===== src/rtl/encode_scan.sv =====
// rtl/encode_scan.sv - serialises a request vector into one index beat per set bit
//
// Accepts a WIDTH-bit vector, then emits the binary index of each set bit
// as its own output beat, lowest-first (MSB_FIRST=0) or highest-first
// (MSB_FIRST=1). An all-zero vector yields a single beat flagged out_zero.
//
// Ports:
//   clk        rising-edge clock for all state
//   rst_n      asynchronous active-low reset
//   in_valid   in_vec is valid this cycle
//   in_ready   block accepts a new vector this cycle (IDLE, out of reset)
//   in_vec     request vector, any number of bits set
//   out_valid  out_idx/out_last/out_zero are valid
//   out_ready  downstream accepts the current beat
//   out_idx    binary index of the bit reported by this beat
//   out_last   this beat is the final one for the accepted vector
//   out_zero   accepted vector was all-zero; beat carries no index

module encode_scan #(
   parameter int WIDTH     = 16,
   parameter bit MSB_FIRST = 1'b0,
   localparam int IDXW     = $clog2(WIDTH)
) (
   input  logic             clk,
   input  logic             rst_n,
   input  logic             in_valid,
   output logic             in_ready,
   input  logic [WIDTH-1:0] in_vec,
   output logic             out_valid,
   input  logic             out_ready,
   output logic [IDXW-1:0]  out_idx,
   output logic             out_last,
   output logic             out_zero
);

   typedef enum logic {
      IDLE = 1'b0,
      EMIT = 1'b1
   } state_t;

   state_t           state, state_nxt;
   logic [WIDTH-1:0] pend, pend_nxt;
   logic [WIDTH-1:0] sel;       // one-hot of the bit reported this beat
   logic [IDXW-1:0]  idx;
   logic             single;    // pend has at most one bit set

   // Priority pick. The scan runs away from the preferred end so the
   // last hit written is the one that wins.
   always_comb begin
      sel = '0;
      idx = '0;
      if (MSB_FIRST) begin
         for (int i = 0; i < WIDTH; i++) begin
            if (pend[i]) begin
               sel    = '0;
               sel[i] = 1'b1;
               idx    = IDXW'(i);
            end
         end
      end else begin
         for (int i = WIDTH - 1; i >= 0; i--) begin
            if (pend[i]) begin
               sel    = '0;
               sel[i] = 1'b1;
               idx    = IDXW'(i);
            end
         end
      end
   end

   // Clearing the lowest set bit leaves zero iff at most one bit was set.
   assign single = ((pend & (pend - {{(WIDTH-1){1'b0}}, 1'b1})) == '0);

   always_ff @(posedge clk or negedge rst_n) begin
      if (!rst_n) begin
         state <= IDLE;
         pend  <= '0;
      end else begin
         state <= state_nxt;
         pend  <= pend_nxt;
      end
   end

   always_comb begin
      state_nxt = state;
      pend_nxt  = pend;
      in_ready  = 1'b0;
      out_valid = 1'b0;
      out_idx   = '0;
      out_last  = 1'b0;
      out_zero  = 1'b0;
      case (state)
         IDLE: begin
            // Held low while reset is asserted so nothing appears accepted.
            in_ready = rst_n;
            if (in_valid) begin
               pend_nxt  = in_vec;
               state_nxt = EMIT;
            end
         end
         EMIT: begin
            out_valid = 1'b1;
            out_idx   = idx;
            out_last  = single;
            // pend only reaches zero in EMIT when the captured vector was zero;
            // a non-zero vector leaves EMIT on the handshake that empties it.
            out_zero  = (pend == '0);
            if (out_ready) begin
               pend_nxt = pend & ~sel;
               if (single) begin
                  state_nxt = IDLE;
               end
            end
         end
         default: begin
            state_nxt = IDLE;
         end
      endcase
   end

endmodule


===== config.mk =====
export PLATFORM = sky130hd
export DESIGN_NAME = encode_scan
export DESIGN_NICKNAME = d
export VERILOG_FILES = /design/src/rtl/encode_scan.sv
export SDC_FILE = /design/constraint.sdc
export NUM_CORES = 1
export LEC_CHECK = 0
export CAP_MARGIN = 20
export CORE_ASPECT_RATIO = 0.7
export CORE_UTILIZATION = 53
export CTS_CLUSTER_DIAMETER = 100
export CTS_CLUSTER_SIZE = 25
export DETAILED_ROUTE_END_ITERATION = 12
export PLACE_DENSITY_LB_ADDON = 0.3
export SYNTH_ARGS = -nofsm -noshare
export SYNTH_HDL_FRONTEND = slang
export SYNTH_SLANG_ARGS = --single-unit
export TNS_END_PERCENT = 100

===== constraint.sdc =====
create_clock -name clk -period 5.9 [get_ports clk]
set_input_delay 0.59 -clock clk [delete_from_list [all_inputs] [get_ports clk]]
set_output_delay 0.59 -clock clk [all_outputs]
set_load 0.005 [all_outputs]

---- Yosys cells after proc, flatten, opt, wreduce, memory -nomap -nowiden ----
Cells that the tools add are included.
cells by class
  equal/unequal tests ..................... 2
  add/sub/neg operators ................... 1
  mux-type cells .......................... 44
  multipliers ............................. 0
  bitwise logic cells ..................... 4
  shift operators ......................... 0
  reduce and logical (&&, ||, !) cells .... 3
  order comparisons ....................... 0
  divide/modulo/power cells ............... 0
operator list
  cell                                                count
  two-way mux 16 bit                                  18
  two-way mux 4 bit                                   17
  bitwise AND 16 bit                                  2
  logical NOT 16 bit                                  2
  case mux 16 bit (2 select lines)                    1
  NOT 16 bit                                          1
  subtractor 16 x 1 -> 16 bit, second input constant  1
  two-way mux 1 bit                                   7
  != test 2 bit, second input constant                2
  case mux 1 bit (2 select lines)                     1
  AND reduction 2 bit                                 1
  NOT 1 bit                                           1
word-level totals
  memory bits (writable) .................. 0
  bits in read-only memories .............. 0
  input port bits ......................... 20
  register bits after elaboration ......... 17
  logic and storage cells ................. 56
  memories kept ........................... 0
  output and inout port bits .............. 8
  bits in latches ......................... 0

---- Logic depth before layout (Yosys ltp) ----
Gate-level depths: netlist of run 1.
  depth after elaboration ................. 20
  mapped depth ............................ 7
  mapped depth without buffers ............ 6

---- Least setup slack after synthesis of run 1 ----
No wires, ideal clock.
  path type ............................... register -> output
  start point ............................. register pend[2]
  end point ............................... output out_last
  arrival ................................. 1,765 ps
  path slack .............................. 3,545 ps
  path buffers ............................ 0
  data required time ...................... 5,310 ps
  cell stages (with the launch flop) ...... 6
  path through ............................ dfrtp_1 -> or4_4 -> nor4_4 -> nand2_1 -> o21a_1 -> and4bb_1
between the ends
  word-level cells in the longest chain between the ends .. 4
RTL lines
  element                      line  text
  start, declared              42    logic [WIDTH-1:0] pend, pend_nxt;
  start signal, assigned       80    pend <= pend_nxt;
  subtractor 16 x 1 -> 16 bit  72    assign single = ((pend & (pend - {{(WIDTH-1){1'b0}}, 1'b1})) == '0);
  bitwise AND 16 bit (*)       72
  logical NOT 16 bit (*)       72
  two-way mux 1 bit (*)        92    case (state)
  end, declared                32    output logic out_last,
Mark *: on every way between the ends. The rest lies on a longest branch, timed or not.

---- Worst setup path after layout of run 1 ----
Same ends and word-level chain as after synthesis.

==> impl_metrics.yaml, run 1 <==
clock_network:
  clkSlewWorstSetupHoldPaths_ns: 0.10
  htree_levels: 1
  clk_latency_ns: 0.30
  postCtsSetupRepairBufs: 0
  tritoncts: "built"
  cts-hold-fix-buffers: 0
  cts_resized: 0
  cts_buffers: 3
  root_buffer: "clkbuf_4"
  cts_sinks: 17
  clockBufferDepth: 2
timing:
  rsz0062_at_grt: "no"
  period_share: 0.567
  fin_skew_ns: 0.00133
  max_slew.worst_pin.slew_ns: 0.872
  fin_crit_ns: 3.35
  slew_headroom: 0.418
  max_freq_mhz: 299
  slew_viol_final: 0
  fin_tns_setup_ns: 0
  setup_violations: 0
  final_hold_viol_count: 0
finish:
  nets: 193
  post-route-util: 0.698
  layout_common_cells: "27 x clkdlybuf4s50_1, 20 x o21ai_0, 17 x nor2_1, 17 x nand2_1, 17 x dfrtp_1"
  syn_to_final_growth_pct: 24.0
  n_antenna_cell: 0
  seqCellArea_um2: 425
  nFillCells: 178
  final_cells: 204
  multi_input_area_um2: 727
  layout-drive-gt1-share: 0.0465
  layout_commonest_cell: "clkdlybuf4s50_1"
logic_synthesis:
  synth_mux_area_frac: 0.0413
  synth_enable_flop_cells: 0
  synth_top_area_frac: 0.351
  synth-compound-area-share: 0.263
  synth_fa_ha_area_frac: 0.00826
  ys_seq_area_frac: 0.351
  synthSimpleGateAreaFrac: 0.287
  synth_xor_area_frac: 0
  async_flop_share: 1.00
  yosysUniqueCellTypes: 35
  synth.area.top_cells: "dfrtp_1 35%, o21ai_0 8.3%, nand2_1 5.3%, nor2_1 5.3%, a21oi_1 4.1%"
  synth_area_per_cell_um2: 7.92
  synth_top_family_by_area: "simple AND/OR/NAND/NOR gates"
  ys.flop_type: "dfrtp_1"
  synth_top_area_cell: "dfrtp_1"
  syn-instance-count: 153
  syn_nets: 173
  synth-seq-cells: 17
  syn_area_um2: 1210
  ys_warn_count: 0
grt:
  grt_max_degree: 32
  grt_first_pass_wirelength_mm: 5.38
  grt_usage: 0.293
  grt_pass1_vias: 1137
  antenna_found_initial: 0
  gr-total-overflow: 0
setup_path:
  slowest_stage: "or4_4"
  critPathMaxFanout: 8
  crit_type: "flip-flop to primary output"
  r2r_cells: 5
  end_kind: "primary output"
  required_ns: 5.31
  max_stage_delay_ns: 0.59
  r2r_slack_ns: 3.73
  cp.arrival_ns: 2.76
  startpoint: "pend[2]$_DFFE_PN0P_"
  timing.rr.end: "pend[14]$_DFFE_PN0P_"
  path_cells: "or4_4 > nor4_4 > o21ai_0 > a21oi_1 > and4bb_1 > clkdlybuf4s50_1"
  r2r_start: "pend[2]$_DFFE_PN0P_"
  critPathLaunchType: "flip-flop"
floorplan:
  row_count: 14
  die_y_um: 42.0
  die_area_um2: 2490
  fp.dieW_um: 59.2
  io_pins: 28
  coreArea_um2: 2150
  initial_core_util: 0.563
min_path:
  hp-class: "flip-flop to flip-flop"
  hold_depth: 1
  holdPathEnd: "pend[2]$_DFFE_PN0P_"
  hp-start: "pend[2]$_DFFE_PN0P_"
drt:
  vias_per_cell: 6.28
  drtIter0Drc: 110
  first_pass_iters: 5
  routedWlPerCell_um: 15.9
  route.antenna.remaining_nets: 0
  wl_mm: 3.24
  drc: 0
  num_vias: 1281
place:
  place.gp.congestion: 0.946
  placed_cells: 200
  port_buffers: 27
  post-dp-hpwl_mm: 2.29
power:
  vdd.ir_drop.worst_uv: 401
  p_leak_nw: 0.620
  finalPower_uw: 810
  power_density_nw_per_um2: 539
run_status:
  outcome: "complete, no violations"
run:
  maxCapViolations: 0
[synth_stat cells (all sizes together), types with 3 or more instances]
library cell  number
o21ai             20
dfrtp             17
nand2             17
nor2              17
clkbuf            12
a21oi             10
nand3              9
mux2i              5
nor4               5
a22o               4
inv                4
nor2b              3
o311ai             3
[worst max path at each step]
stage | to | slack (ns) | depth (start not counted)
after floorplan | out_last | 3.54 | 5
after global placement | out_last | 2.98 | 6
after detailed placement | out_last | 2.92 | 6
after CTS | out_last | 2.56 | 6
after global routing | out_last | 2.34 | 6
final | out_last | 2.55 | 6
[layout make-up]
class                      count  share of cell area
clock buffer                   4              0.0175
tap                           32              0.0266
timing repair buffer          27               0.180
multi-input combinational    120               0.483
inverter                       4             0.00998
sequential                    17               0.283
[cells by family after synthesis]
kind of cell             count (synthesis)
AND/OR/NAND/NOR                         63
flip-flops                              17
adder cells (fa/ha/maj)                  1
buffers and inverters                   16
AO/OA/AOI/OAI                           51
multiplexers                             5
[stage by stage]
stage / setup WS, ns / cell area (um^2) / hold WS (ns)
floorplan: 3.54 / 1210 / 0.294
global placement: 2.98 / 1480 / 0.589
detailed placement: 2.92 / 1480 / 0.604
CTS: 2.56 / 1500 / 0.630
global route: 2.34 / 1500 / 0.678
finish: 2.55 / 1500 / 0.649
[flip-flops by register name (all words and copies together), names as in the netlist]
register,count
pend,16
state,1
[metal layers]
layer / wire [um] / global-route usage / vias to the layer above
met5: 0 / 0 / -
met4: 53 / 0.0952 / 0
met3: 326 / 0.0833 / 15
met2: 1410 / 0.430 / 88
met1: 1450 / 0.415 / 578
li1: - / - / 600
[critical path: cells and delay by family (launching register included)]
family / cells / cell delay [ns]
AOI/OAI and AO/OA: 2 / 0.35
buffers and inverters: 1 / 0.51
and+or+nand+nor: 3 / 1.15
DFF: 1 / 0.45
[where the power goes]
part | switching (mW) | total, mW | internal (mW)
clock network | 0.0378 | 0.0642 | 0.0264
logic | 0.222 | 0.482 | 0.259
registers | 0.108 | 0.264 | 0.156
total | 0.369 | 0.810 | 0.442
Power figures use the tool's default switching activity.
==> run 2, diff against run 1 <==
Settings changed: CORE_UTILIZATION 53 to 45.
Clock period 5.9 ns to 2.87 ns, I/O delays scaled along.
==> run 2 against run 1 <==
  * Sequential cell count is the same
  * Via count grew 0.86%
  * Combinational power grew 130%
  * Non-clock buffer count grew 9
  * Clock skew grew 0.0029 ns
  * Routed wire length grew 6.0%
  * Critical path type unchanged
  * Largest cell class unchanged
  * Largest power group unchanged
==> impl_metrics.yaml, run 2 (synthesis gave the netlist of run 1 again) <==
timing:
  setup_violations: 0
  slew_viol_final: 0
  max_slew.worst_pin.slew_ns: 0.533
  rsz0062_at_grt: "no"
  period_share: 0.954
  fin_crit_ns: 2.74
  fin_tns_setup_ns: 0
  max_freq_mhz: 365
  slew_headroom: 0.644
  fin_skew_ns: 0.00420
  whs_ns: 0.412
  final_hold_viol_count: 0
power:
  power_density_nw_per_um2: 1120
  p_leak_nw: 0.685
  vdd.ir_drop.worst_uv: 565
  finalPower_mw: 1.79
finish:
  largest_reg_flops: 16
  nets: 202
  layout-drive-gt1-share: 0.110
  syn_to_final_growth_pct: 32.1
  layout_common_cells: "26 x clkdlybuf4s50_1, 20 x o21ai_0, 17 x nor2_1, 17 x nand2_1, 15 x dfrtp_1"
  top_regs: "pend: 16 flops, state: 1 flops"
  final_cells: 215
  n_antenna_cell: 0
  layout_commonest_cell: "clkdlybuf4s50_1"
  top_register: "pend"
  nFillCells: 223
drt:
  route.antenna.remaining_nets: 0
  drtIter0Drc: 105
  routedWlPerCell_um: 16.0
  drc: 0
  num_vias: 1292
  wl_mm: 3.43
  vias_per_cell: 6.01
  first_pass_iters: 5
place:
  port_buffers: 27
  place.gp.congestion: 0.869
  placed_cells: 207
  post-dp-hpwl_mm: 2.50
grt:
  grt_max_degree: 18
  antenna_found_initial: 0
  grt_pass1_vias: 1129
  grt_first_pass_wirelength_mm: 5.45
  grt_usage: 0.254
  gr-total-overflow: 0
setup_path:
  required_ns: 2.58
  end_kind: "primary output"
  crit_type: "flip-flop to primary output"
  critPathMaxFanout: 4
  r2r_slack_ns: 0.69
  critPathLaunchType: "flip-flop"
  cp.arrival_ns: 2.45
clock_network:
  tritoncts: "built"
  htree_levels: 1
  root_buffer: "clkbuf_8"
  cts_sinks: 17
  clkSlewWorstSetupHoldPaths_ns: 0.07
  clk_latency_ns: 0.25
  cts-hold-fix-buffers: 0
  cts_buffers: 3
  clockBufferDepth: 2
floorplan:
  row_count: 15
  initial_core_util: 0.482
  fp.dieW_um: 64.0
  die_y_um: 45.4
  coreArea_um2: 2510
  die_area_um2: 2910
  io_pins: 28
run_status:
  outcome: "complete, no violations"
run:
  maxCapViolations: 0
min_path:
  hp-class: "input port to asynchronous set/reset pin"
run 2: final timing paths:
path / depth (start not counted) / from / end
setup reg to reg: 7 / pend[1]$_DFFE_PN0P_ / pend[14]$_DFFE_PN0P_
hold / removal: 2 / rst_n / pend[15]$_DFFE_PN0P_
hold reg to reg: 2 / pend[13]$_DFFE_PN0P_ / pend[13]$_DFFE_PN0P_
max in group asynchronous: 2 / rst_n / pend[2]$_DFFE_PN0P_
setup / recovery: 7 / pend[1]$_DFFE_PN0P_ / out_idx[3]
min in group clk: 3 / in_vec[12] / pend[12]$_DFFE_PN0P_
run 2: worst max-delay path, cell delays in order (launching register included):
cell,delay (ns)
dfrtp_1,0.40
or4_4,0.56
nor4_4,0.22
buf_4,0.17
buf_4,0.11
nand2_1,0.08
a21oi_2,0.14
clkdlybuf4s50_1,0.52
run 2: layout make-up:
cell class / count / area, um^2 / share of cell area
multi-input combinational: 120 / 731 / 0.456
clock buffer: 4 / 45.0 / 0.0281
tap: 34 / 42.5 / 0.0266
sequential: 17 / 428 / 0.267
inverter: 4 / 15.0 / 0.00937
timing repair buffer: 36 / 340 / 0.212
run 2: metal layers:
metal  up-vias  wire (um)  GRT usage
met5         -          0          0
met1       610       1600      0.362
li1        618          -          -
met4         0         32     0.0591
met2        60       1500      0.368
met3         4        300     0.0875
run 2: what timing repair did:
action | CTS | global route
buffers inserted | 4 | 0
gates resized for setup | 1 | 3
pin swaps | 2 | 3
setup endpoints to repair | 1 | 3
run 2: through the flow:
step | util | instance area, um^2 | worst slack (ns)
finish | 0.637 | 1600 | 0.131
global route | 0.637 | 1600 | 0.00195
CTS | 0.634 | 1590 | 0.00100
detailed placement | 0.603 | 1520 | 0.287
global placement | 0.603 | 1520 | 0.324
floorplan | - | 1210 | 0.818
run 2: power breakdown:
part | switching [mW] | internal [mW] | total (mW)
registers | 0.201 | 0.323 | 0.524
clock network | 0.0789 | 0.0984 | 0.177
logic | 0.502 | 0.590 | 1.09
==> run 3, diff against run 2 <==
Settings changed: CORE_UTILIZATION 45 to 35.
==> run 3 against run 2 <==
  * Count of clock-buffer cells in the layout stayed put
  * Sequential cell count stayed put
  * Critical path type unchanged
  * Power hardly changed
  * Clock power hardly changed
  * Cell area is 0.16% lower
  * Largest power group unchanged
  * Via count is 0.70% higher
  * Global-route usage is 5.3 points lower
  * Die area is 27% higher
  * Largest cell class unchanged
  * Setup slack better by 0.015 ns
  * Routed wire length is 1.3% higher
  * Clock skew hardly changed
  * Final cell count is 5.1% higher
==> impl_metrics.yaml, run 3 (synthesis gave the netlist of run 1 again) <==
run_status:
  outcome: "complete, no violations"
drt:
  vias_per_cell: 5.76
  drc: 0
  routedWlPerCell_um: 15.4
  wl_mm: 3.48
  num_vias: 1301
  first_pass_iters: 4
  route.antenna.remaining_nets: 0
  drtIter0Drc: 97
finish:
  layout_commonest_cell: "clkdlybuf4s50_1"
  layout_common_cells: "26 x clkdlybuf4s50_1, 20 x o21ai_0, 17 x nor2_1, 17 x nand2_1, 15 x dfrtp_1"
  largest_reg_flops: 16
  layout-drive-gt1-share: 0.0950
  nets: 200
  top_regs: "pend: 16 flops, state: 1 flops"
  post-route-util: 0.495
  seqCellArea_um2: 428
  syn_to_final_growth_pct: 31.9
  nFillCells: 318
  multi_input_area_um2: 727
  final_cells: 226
  top_register: "pend"
  n_antenna_cell: 0
power:
  p_leak_nw: 0.674
  vdd.ir_drop.worst_uv: 539
  power_density_nw_per_um2: 1120
clock_network:
  clkSlewWorstSetupHoldPaths_ns: 0.07
  tritoncts: "built"
  clk_latency_ns: 0.25
  cts_sinks: 17
  htree_levels: 1
  root_buffer: "clkbuf_8"
  cts_buffers: 3
  clockBufferDepth: 2
timing:
  setup_violations: 0
  fin_tns_setup_ns: 0
  fin_skew_ns: 0.00456
  final_hold_viol_count: 0
  rsz0062_at_grt: "no"
  fin_crit_ns: 2.72
  slew_viol_final: 0
  slew_headroom: 0.629
  max_slew.worst_pin.slew_ns: 0.556
  max_freq_mhz: 367
  period_share: 0.949
grt:
  gr-total-overflow: 0
  grt_pass1_vias: 1160
  antenna_found_initial: 0
  grt_first_pass_wirelength_mm: 5.60
  grt_usage: 0.201
  grt_max_degree: 21
floorplan:
  fp.dieW_um: 72.3
  io_pins: 28
  initial_core_util: 0.375
  die_area_um2: 3710
  coreArea_um2: 3230
  row_count: 17
  die_y_um: 51.2
setup_path:
  end_kind: "primary output"
  critPathMaxFanout: 4
  cp.arrival_ns: 2.44
  r2r_cells: 7
  required_ns: 2.58
  critPathLaunchType: "flip-flop"
  crit_type: "flip-flop to primary output"
place:
  port_buffers: 27
  place.gp.congestion: 0.916
  placed_cells: 219
  post-dp-hpwl_mm: 2.43
min_path:
  hp-class: "input port to asynchronous set/reset pin"
run:
  maxCapViolations: 0
[run 3: cell count changes in the layout (fill, tap and decap cells not counted)]
cell	change
a21oi_2	-1
a21oi_1	+1
buf_4	-2
[run 3: through the flow]
step           total power, mW  hold WS [ns]  worst slack, ns  area [um^2]
2_1_floorplan             1.14      -0.00859            0.818         1210
3_3_place_gp              1.52         0.582            0.316         1530
3_5_place_dp              1.55         0.594            0.289         1530
4_1_cts                   1.78         0.398          0.00400         1600
5_1_grt                   1.92         0.425           0.0435         1600
6_report                  1.79         0.398            0.146         1600
[run 3: repair_timing]
action | 4_1_cts | 5_1_grt
setup endpoints to repair | 1 | 3
hold buffers | 0 | 0
gates resized for setup | 1 | 2
pin swaps | 2 | 2
buffers inserted | 3 | 0
[run 3: final cells by class]
class / instances / area share
inverter: 4 / 0.00939
tap: 47 / 0.0368
sequential: 17 / 0.268
clock buffer: 4 / 0.0282
multi-input combinational: 120 / 0.455
timing repair buffer: 34 / 0.203
[run 3: final timing paths]
path / startpoint / end / slack [ns]
max in group asynchronous: rst_n / pend[0]$_DFFE_PN0P_ / 2.25
min in group clk: in_vec[8] / pend[8]$_DFFE_PN0P_ / 0.56
max: pend[2]$_DFFE_PN0P_ / out_idx[3] / 0.15
max reg2reg: pend[2]$_DFFE_PN0P_ / pend[14]$_DFFE_PN0P_ / 0.71
min reg2reg: pend[1]$_DFFE_PN0P_ / pend[1]$_DFFE_PN0P_ / 0.65
min: rst_n / pend[3]$_DFFE_PN0P_ / 0.40
[run 3: report_power, final]
part | total [mW] | switching, mW | internal [mW]
combinational | 1.09 | 0.504 | 0.583
clock | 0.180 | 0.0819 | 0.0985
sequential | 0.525 | 0.203 | 0.323
total | 1.79 | 0.789 | 1.00
[run 3: metal layers]
metal / share of wire / global-route usage / vias to the layer above
li1: - / - / 618
met1: 0.46 / 0.278 / 605
met2: 0.43 / 0.282 / 70
met3: 0.088 / 0.0730 / 8
met4: 0.018 / 0.0752 / 0
met5: 0 / 0 / -
[run 3: worst max-delay path, stage by stage (launching register included)]
cell and delay [ns]:
dfrtp_2 0.41, or4_4 0.57, nor4_4 0.21, buf_4 0.16, buf_4 0.11, nand2_1 0.07, a21oi_1 0.13, clkdlybuf4s50_1 0.52
